### src/rtl/fwd_unit.sv
// Operand forwarding and hazard unit for the Y86 decode stage.
// Bypass from E/M/W plus a retired-write shadow, with stall counting.
module fwd_unit #(
    parameter int NSRC      = 2,
    parameter int WIDTH     = 32,
    parameter int MODE      = 1,
    parameter int STALL_MAX = 8
) (
    input  logic                  clk,
    input  logic                  rst,
    input  logic [4*NSRC-1:0]     d_src_i,
    input  logic [WIDTH*NSRC-1:0] d_rval_i,
    input  logic [3:0]            E_dstM_i,
    input  logic [3:0]            e_dstE_i,
    input  logic [WIDTH-1:0]      e_valE_i,
    input  logic [3:0]            M_dstM_i,
    input  logic [WIDTH-1:0]      m_valM_i,
    input  logic [3:0]            M_dstE_i,
    input  logic [WIDTH-1:0]      M_valE_i,
    input  logic [3:0]            W_dstM_i,
    input  logic [WIDTH-1:0]      W_valM_i,
    input  logic [3:0]            W_dstE_i,
    input  logic [WIDTH-1:0]      W_valE_i,
    output logic [WIDTH*NSRC-1:0] d_val_o,
    output logic                  stall_o,
    output logic [15:0]           stall_cnt_o,
    output logic                  err_o
);

    localparam logic [3:0]  RNONE   = 4'hF;
    localparam logic [15:0] RUN_MAX = 16'(STALL_MAX);

    logic [3:0]       shm_dst_q, shm_dst_d;
    logic [WIDTH-1:0] shm_val_q, shm_val_d;
    logic [3:0]       she_dst_q, she_dst_d;
    logic [WIDTH-1:0] she_val_q, she_val_d;
    logic [15:0]      stall_cnt_q, stall_cnt_d;
    logic [15:0]      run_q, run_d;
    logic             err_q, err_d;

    function automatic logic hit(input logic [3:0] s, input logic [3:0] d);
        return (s != RNONE) && (d != RNONE) && (s == d);
    endfunction

    always_comb begin
        logic [3:0]       src;
        logic [WIDTH-1:0] rval;
        d_val_o = '0;
        stall_o = 1'b0;
        for (int k = 0; k < NSRC; k++) begin
            src  = d_src_i[4*k +: 4];
            rval = d_rval_i[WIDTH*k +: WIDTH];
            if (MODE == 0) begin
                d_val_o[WIDTH*k +: WIDTH] = rval;
                if (hit(src, E_dstM_i) || hit(src, e_dstE_i) ||
                    hit(src, M_dstM_i) || hit(src, M_dstE_i) ||
                    hit(src, W_dstM_i) || hit(src, W_dstE_i) ||
                    hit(src, shm_dst_q) || hit(src, she_dst_q))
                    stall_o = 1'b1;
            end else begin
                // First match wins; youngest producer has priority.
                if (hit(src, e_dstE_i))
                    d_val_o[WIDTH*k +: WIDTH] = e_valE_i;
                else if (hit(src, M_dstM_i))
                    d_val_o[WIDTH*k +: WIDTH] = m_valM_i;
                else if (hit(src, M_dstE_i))
                    d_val_o[WIDTH*k +: WIDTH] = M_valE_i;
                else if (hit(src, W_dstM_i))
                    d_val_o[WIDTH*k +: WIDTH] = W_valM_i;
                else if (hit(src, W_dstE_i))
                    d_val_o[WIDTH*k +: WIDTH] = W_valE_i;
                else if (hit(src, shm_dst_q))
                    d_val_o[WIDTH*k +: WIDTH] = shm_val_q;
                else if (hit(src, she_dst_q))
                    d_val_o[WIDTH*k +: WIDTH] = she_val_q;
                else
                    d_val_o[WIDTH*k +: WIDTH] = rval;
                if (hit(src, E_dstM_i))
                    stall_o = 1'b1;
            end
        end
    end

    always_comb begin
        shm_dst_d   = W_dstM_i;
        shm_val_d   = W_valM_i;
        she_dst_d   = W_dstE_i;
        she_val_d   = W_valE_i;
        stall_cnt_d = stall_cnt_q;
        run_d       = '0;
        if (stall_o) begin
            if (stall_cnt_q != 16'hFFFF)
                stall_cnt_d = stall_cnt_q + 16'd1;
            run_d = (run_q >= RUN_MAX) ? run_q : run_q + 16'd1;
        end
        err_d = err_q | (run_d >= RUN_MAX);
    end

    always_ff @(posedge clk or negedge rst) begin
        if (!rst) begin
            shm_dst_q   <= RNONE;
            shm_val_q   <= '0;
            she_dst_q   <= RNONE;
            she_val_q   <= '0;
            stall_cnt_q <= '0;
            run_q       <= '0;
            err_q       <= 1'b0;
        end else begin
            shm_dst_q   <= shm_dst_d;
            shm_val_q   <= shm_val_d;
            she_dst_q   <= she_dst_d;
            she_val_q   <= she_val_d;
            stall_cnt_q <= stall_cnt_d;
            run_q       <= run_d;
            err_q       <= err_d;
        end
    end

    assign stall_cnt_o = stall_cnt_q;
    assign err_o       = err_q;

endmodule

### config.mk
export PLATFORM = sky130hd
export DESIGN_NAME = fwd_unit
export DESIGN_NICKNAME = d
export VERILOG_FILES = /design/src/rtl/fwd_unit.sv
export SDC_FILE = /design/constraint.sdc
export NUM_CORES = 1
export LEC_CHECK = 0
export CAP_MARGIN = 20
export CORE_ASPECT_RATIO = 0.9
export CORE_UTILIZATION = 49
export DETAILED_ROUTE_END_ITERATION = 10
export GPL_ROUTABILITY_DRIVEN = 0
export PLACE_DENSITY = 0.95
export RECOVER_POWER = 100
export SLEW_MARGIN = 40
export SYNTH_ARGS = -nofsm -noshare
export SYNTH_HDL_FRONTEND = slang
export SYNTH_SLANG_ARGS = --single-unit
### constraint.sdc
create_clock -name clk -period 4 [get_ports clk]
set_input_delay 0.4 -clock clk [delete_from_list [all_inputs] [get_ports clk]]
set_output_delay 0.4 -clock clk [all_outputs]
set_load 0.02 [all_outputs]
After elaboration in Yosys (flattened, before gate mapping):

Index checks and enable logic that the tools add are counted.

* flip-flop bits (word level): 105
* output and inout bits: 82

* add/sub/neg operators: 2
* $lt $le $gt $ge: 2
* eq/ne operators: 27
* muxes and demuxes: 18
* bitwise operators: 1
* reduce and logical (&&, ||, !) cells: 33

Operator list (count)
* $mux 32: 14
* $eq 4x4->1: 16
* $ne 4x4->1 const B: 10
* $add 16x1->16 const B: 2
* $ge 16x4->1 const B: 2
* $logic_and 1x1->1: 32
* $mux 16: 2
* $ne 16x16->1 const B: 1
* $mux 1: 2
* $reduce_and 2->1: 1
* $or 1x1->1: 1

Logic depth before layout (Yosys ltp):

* depth in word-level cells: 10
* mapped depth: 10
* mapped depth without buffers: 6

Worst setup path before layout:

No wires, ideal clock.

* kind: input -> output
* start point: input d_src_i[2]
* end point: output d_val_o[11]
* arrival: 2.112 ns
* required time: 3.600 ns
* setup slack: 1.488 ns
* cell stages on the path: 8
* buffers on the path: 2
* cells stage by stage: buf_4 -> xnor2_1 -> and3_1 -> nand2_1 -> nand2_1 -> buf_1 -> o221ai_1 -> a211oi_1

* cells in the longest elaborated chain, start to end: 10
* elaborated cells between the ends (all ways): 29

Ends and longest elaborated chain
* start, declared: RTL line 11 `input logic [4*NSRC-1:0] d_src_i,`
* $ne 4x4->1: RTL line 42 `return (s != RNONE) && (d != RNONE) && (s == d);`
* $logic_and 1x1->1 (2 in series): RTL line 42
* $mux 32: RTL line 74 `else if (hit(src, she_dst_q))`
* $mux 32: RTL line 72 `else if (hit(src, shm_dst_q))`
* $mux 32: RTL line 70 `else if (hit(src, W_dstE_i))`
* $mux 32: RTL line 68 `else if (hit(src, W_dstM_i))`
* $mux 32: RTL line 66 `else if (hit(src, M_dstE_i))`
* $mux 32: RTL line 64 `else if (hit(src, M_dstM_i))`
* $mux 32 *: RTL line 62 `if (hit(src, e_dstE_i))`
* end, declared: RTL line 24 `output logic [WIDTH*NSRC-1:0] d_val_o,`

Mark *: on every way between the ends. The rest lies on a longest branch, timed or not.

Worst setup path after layout:

* start point: input d_src_i[4]
* end point: output d_val_o[44]

Same word-level chain as after synthesis.

==> results.toml <==
[layout]
syn_to_final_growth_pct = 47.1
nets = 1574
drive_gt1_share_pct = 9.18
multi_input_area_sq_mm = 0.00548
nFillCells = 1207
regArea_sq_mm = 0.00264

[worst_hold_path]
min_path_type = "register to register"
hold_depth = 1

[synth]
async_flop_share_pct = 100
ys_seq_area_share_pct = 30.5
netlist_instances = 1013
avgSynthCellArea_sq_um = 8.52
syn_area_sq_mm = 0.00864
synth_top_area_share_pct = 28.1
synthFlopType = "dfrtp_1"
ys_seq_elements = 105
yosysWarnings = 0
yosys-top-cells-area = "dfrtp_1, a211oi_1, o221ai_1, xnor2_1, nor2_1"
syn_nets = 1274
synth_edf_count = 0
netlist.top_cell.by_area = "dfrtp_1"
ys_types = 54

[sta]
post-route-period-util_pct = 98.6
finalClockSkew_ps = 2.02
grt_setup_unrepaired = "no"
finalHoldViolCount = 0
final.min_clock_period_ps = 3950
fmax_mhz = 253
fin_tns_setup_ps = 0
max-slew-margin-rel_pct = -40.0
final_max_slew_viol_count = 85
setup_viol = 0
worst_slew_pin_slew_ps = 2100

[grt]
grt_pass1_wl_microns = 56500
grt_max_degree = 85
grt_remaining_overflow = 0
track_usage_pct = 40.7
first_global_vias = 10662
antenna_found_initial = 1

[critical_path]
crit_fanout = 21
crit_start = "d_src_i[4]"
end_kind = "output pin"
cp-endpoint = "d_val_o[44]"
r2r_slack_ps = 1930
start_kind = "input pin"
reg2reg_to = "stall_cnt_o[1]"
critPathKind = "input pin to output pin"
crit_required_ps = 3600
arrival_ps = 3550
worstReg2RegStart = "stall_cnt_o[0]"
reg2reg_depth = 5

[clock_network]
htreeDepth = 3
cts_tree = "built"
clk_pin_slew_worst_paths_ps = 80
numCtsBuffers = 9
cts_hold_buf = 0
clockBufferDepth = 2
insertion_delay_ps = 360
cts.sinks = 105
root_buffer = "clkbuf_16"

[pwr]
cellPowerDensity_mw_per_mm2 = 306
ir_drop_mv = 0.313
power_w = 0.00388
power_leakage_nw = 4.99

[floorplanning]
num_rows = 45
dieArea_sq_mm = 0.0182
io_pins = 340
core_sq_mm = 0.0171
start_util_pct = 50.6
fp.dieH_microns = 128
dieWidth_microns = 142

[job]
cap_violations = 1

[route]
drtPass1Iterations = 7
finalWirelength_microns = 37900
via_count = 10774
drt_iter0_markers = 1529
drc = 0
viasPerCell = 6.93
postRouteAntennaNets = 0
drt-wirelength-per-cell_microns = 24.4

[placed_design]
port_buffers = 339
dp_hpwl_microns = 26300

[run_status]
status = "finished, violations left"
violations = "capacitance limit, slew limit"
==> power breakdown <==
| group | total [W] | internal (W) | leakage [nW] | switching [W] |
|---|---|---|---|---|
| logic | 0.00178 | 0.000855 | 3.56 | 0.000930 |
| registers | 0.00118 | 0.00112 | 1.28 | 0.0000579 |
| clock network | 0.000916 | 0.000448 | 0.150 | 0.000467 |
| total | 0.00388 | 0.00243 | 4.99 | 0.00145 |
==> cells in the final DEF, fill, tap and decap left out, types with 3 or more instances in the layout <==
cell type and count:
and2_0 11, a211oi_1 84, o21ai_1 3, o221a_1 32, a22oi_1 32, and2_1 6
a211oi_2 12, or2_2 3, o311a_1 32, nand2_1 86, xor2_1 25, dfstp_2 8
and3_1 36, o221ai_1 64, nor2_4 3, nor3_2 3, inv_1 3, clkbuf_16 9
a21oi_1 66, nor2_1 111, ha_1 3, xnor2_1 49, clkdlybuf4s50_1 208, nand3_1 50
buf_4 44, dlygate4sd3_1 128, nand4_1 20, dfrtp_1 97, buf_12 11, nor4_1 3
a221o_1 32
==> metal layers <==
| layer | up-vias | GRT usage (%) | wire, microns | share of wire, % |
|---|---|---|---|---|
| met3 | 255 | 11.2 | 5330 | 14 |
| li1 | 4544 | - | - | - |
| met4 | 2 | 24.7 | 2260 | 6.0 |
| met1 | 4920 | 49.1 | 13400 | 35 |
| met2 | 1053 | 65.0 | 16900 | 45 |
| met5 | - | 0 | 13 | 0.034 |
==> what timing repair did <==
| action | CTS | global route |
|---|---|---|
| setup endpoints to repair | 0 | 17 |
| gates resized for setup | 0 | 5 |
| hold endpoints to repair | 0 | 0 |
| buffers inserted | 0 | 2 |
==> sequential cells by signal, indices dropped and copies added, names as in the netlist <==
name,flops
err_o,1
run_q,16
she_dst_q,4
she_val_q,32
shm_dst_q,4
shm_val_q,32
stall_cnt_o,16
==> per-stage QoR <==
stage               instances  instance area (sq um)  setup WS (ps)  utilization, %  hold slack, ps
detailed placement       1534                  12300           96.2            72.4             455
global route             1553                  12700           4.02            74.4             506
global placement         1533                  12300           76.5            72.3             441
finish                   1554                  12700           54.0            74.4             463
floorplan                1013                   8640           1490               -             104
CTS                      1550                  12700           88.0            74.2             110
==> worst min-delay path by stage <==
stage          slack (ps)             end   from
6_report              460           err_o  err_o
5_1_grt               510           err_o  err_o
3_3_place_gp          440           err_o  err_o
2_1_floorplan         100           err_o    rst
4_1_cts               110  stall_cnt_o[4]    rst
3_5_place_dp          450           err_o  err_o
==> logic make-up (layout without fill, tap and decap cells) <==
group                      Yosys count  count (layout)  synth area share [%]
and+or+nand+nor                    352             352                  19.8
buffers and inverters              113             417                  6.93
adders and majority gates            3               3                 0.435
AOI/OAI and AO/OA                  364             365                  34.4
xor gates and xnor gates            75              75                  7.69
DFF                                105             105                  30.5
other                                0               1                     0
muxes                                1               1                 0.130
==> critical path, stage by stage <==
cell and delay (ps):
clkdlybuf4s50_1 600, buf_4 270, xnor2_1 230, nand3_1 260, or2_0 310, clkbuf_4 310
o221ai_1 250, nand3_1 100, o221a_1 160, dlygate4sd3_1 660
==> synth_stat cells (3+ instances only) <==
| cell type | n |
|---|---|
| a211oi_1 | 86 |
| a211oi_2 | 10 |
| a21oi_1 | 66 |
| a221o_1 | 32 |
| a22oi_1 | 32 |
| and2_1 | 19 |
| and3_1 | 36 |
| buf_1 | 10 |
| buf_2 | 42 |
| buf_4 | 11 |
| buf_6 | 10 |
| clkbuf_1 | 35 |
| dfrtp_1 | 97 |
| dfstp_2 | 8 |
| ha_1 | 3 |
| inv_1 | 3 |
| nand2_1 | 86 |
| nand3_1 | 50 |
| nand4_1 | 20 |
| nor2_1 | 112 |
| nor3_1 | 4 |
| nor3_2 | 3 |
| nor4_1 | 3 |
| o21ai_1 | 3 |
| o221a_1 | 32 |
| o221ai_1 | 64 |
| o311a_1 | 32 |
| xnor2_1 | 49 |
| xor2_1 | 25 |
==> area by class of cell <==
cell class | instances | share of cell area, %
Sequential cell | 105 | 20.8
Timing Repair Buffer | 398 | 31.3
Inverter | 3 | 0.0887
Clock buffer | 9 | 1.77
Multi-Input combinational cell | 796 | 43.1
Antenna cell | 1 | 0.0197
Clock inverter | 7 | 0.640
Tap cell | 235 | 2.32
Power figures use the tool's default switching activity.
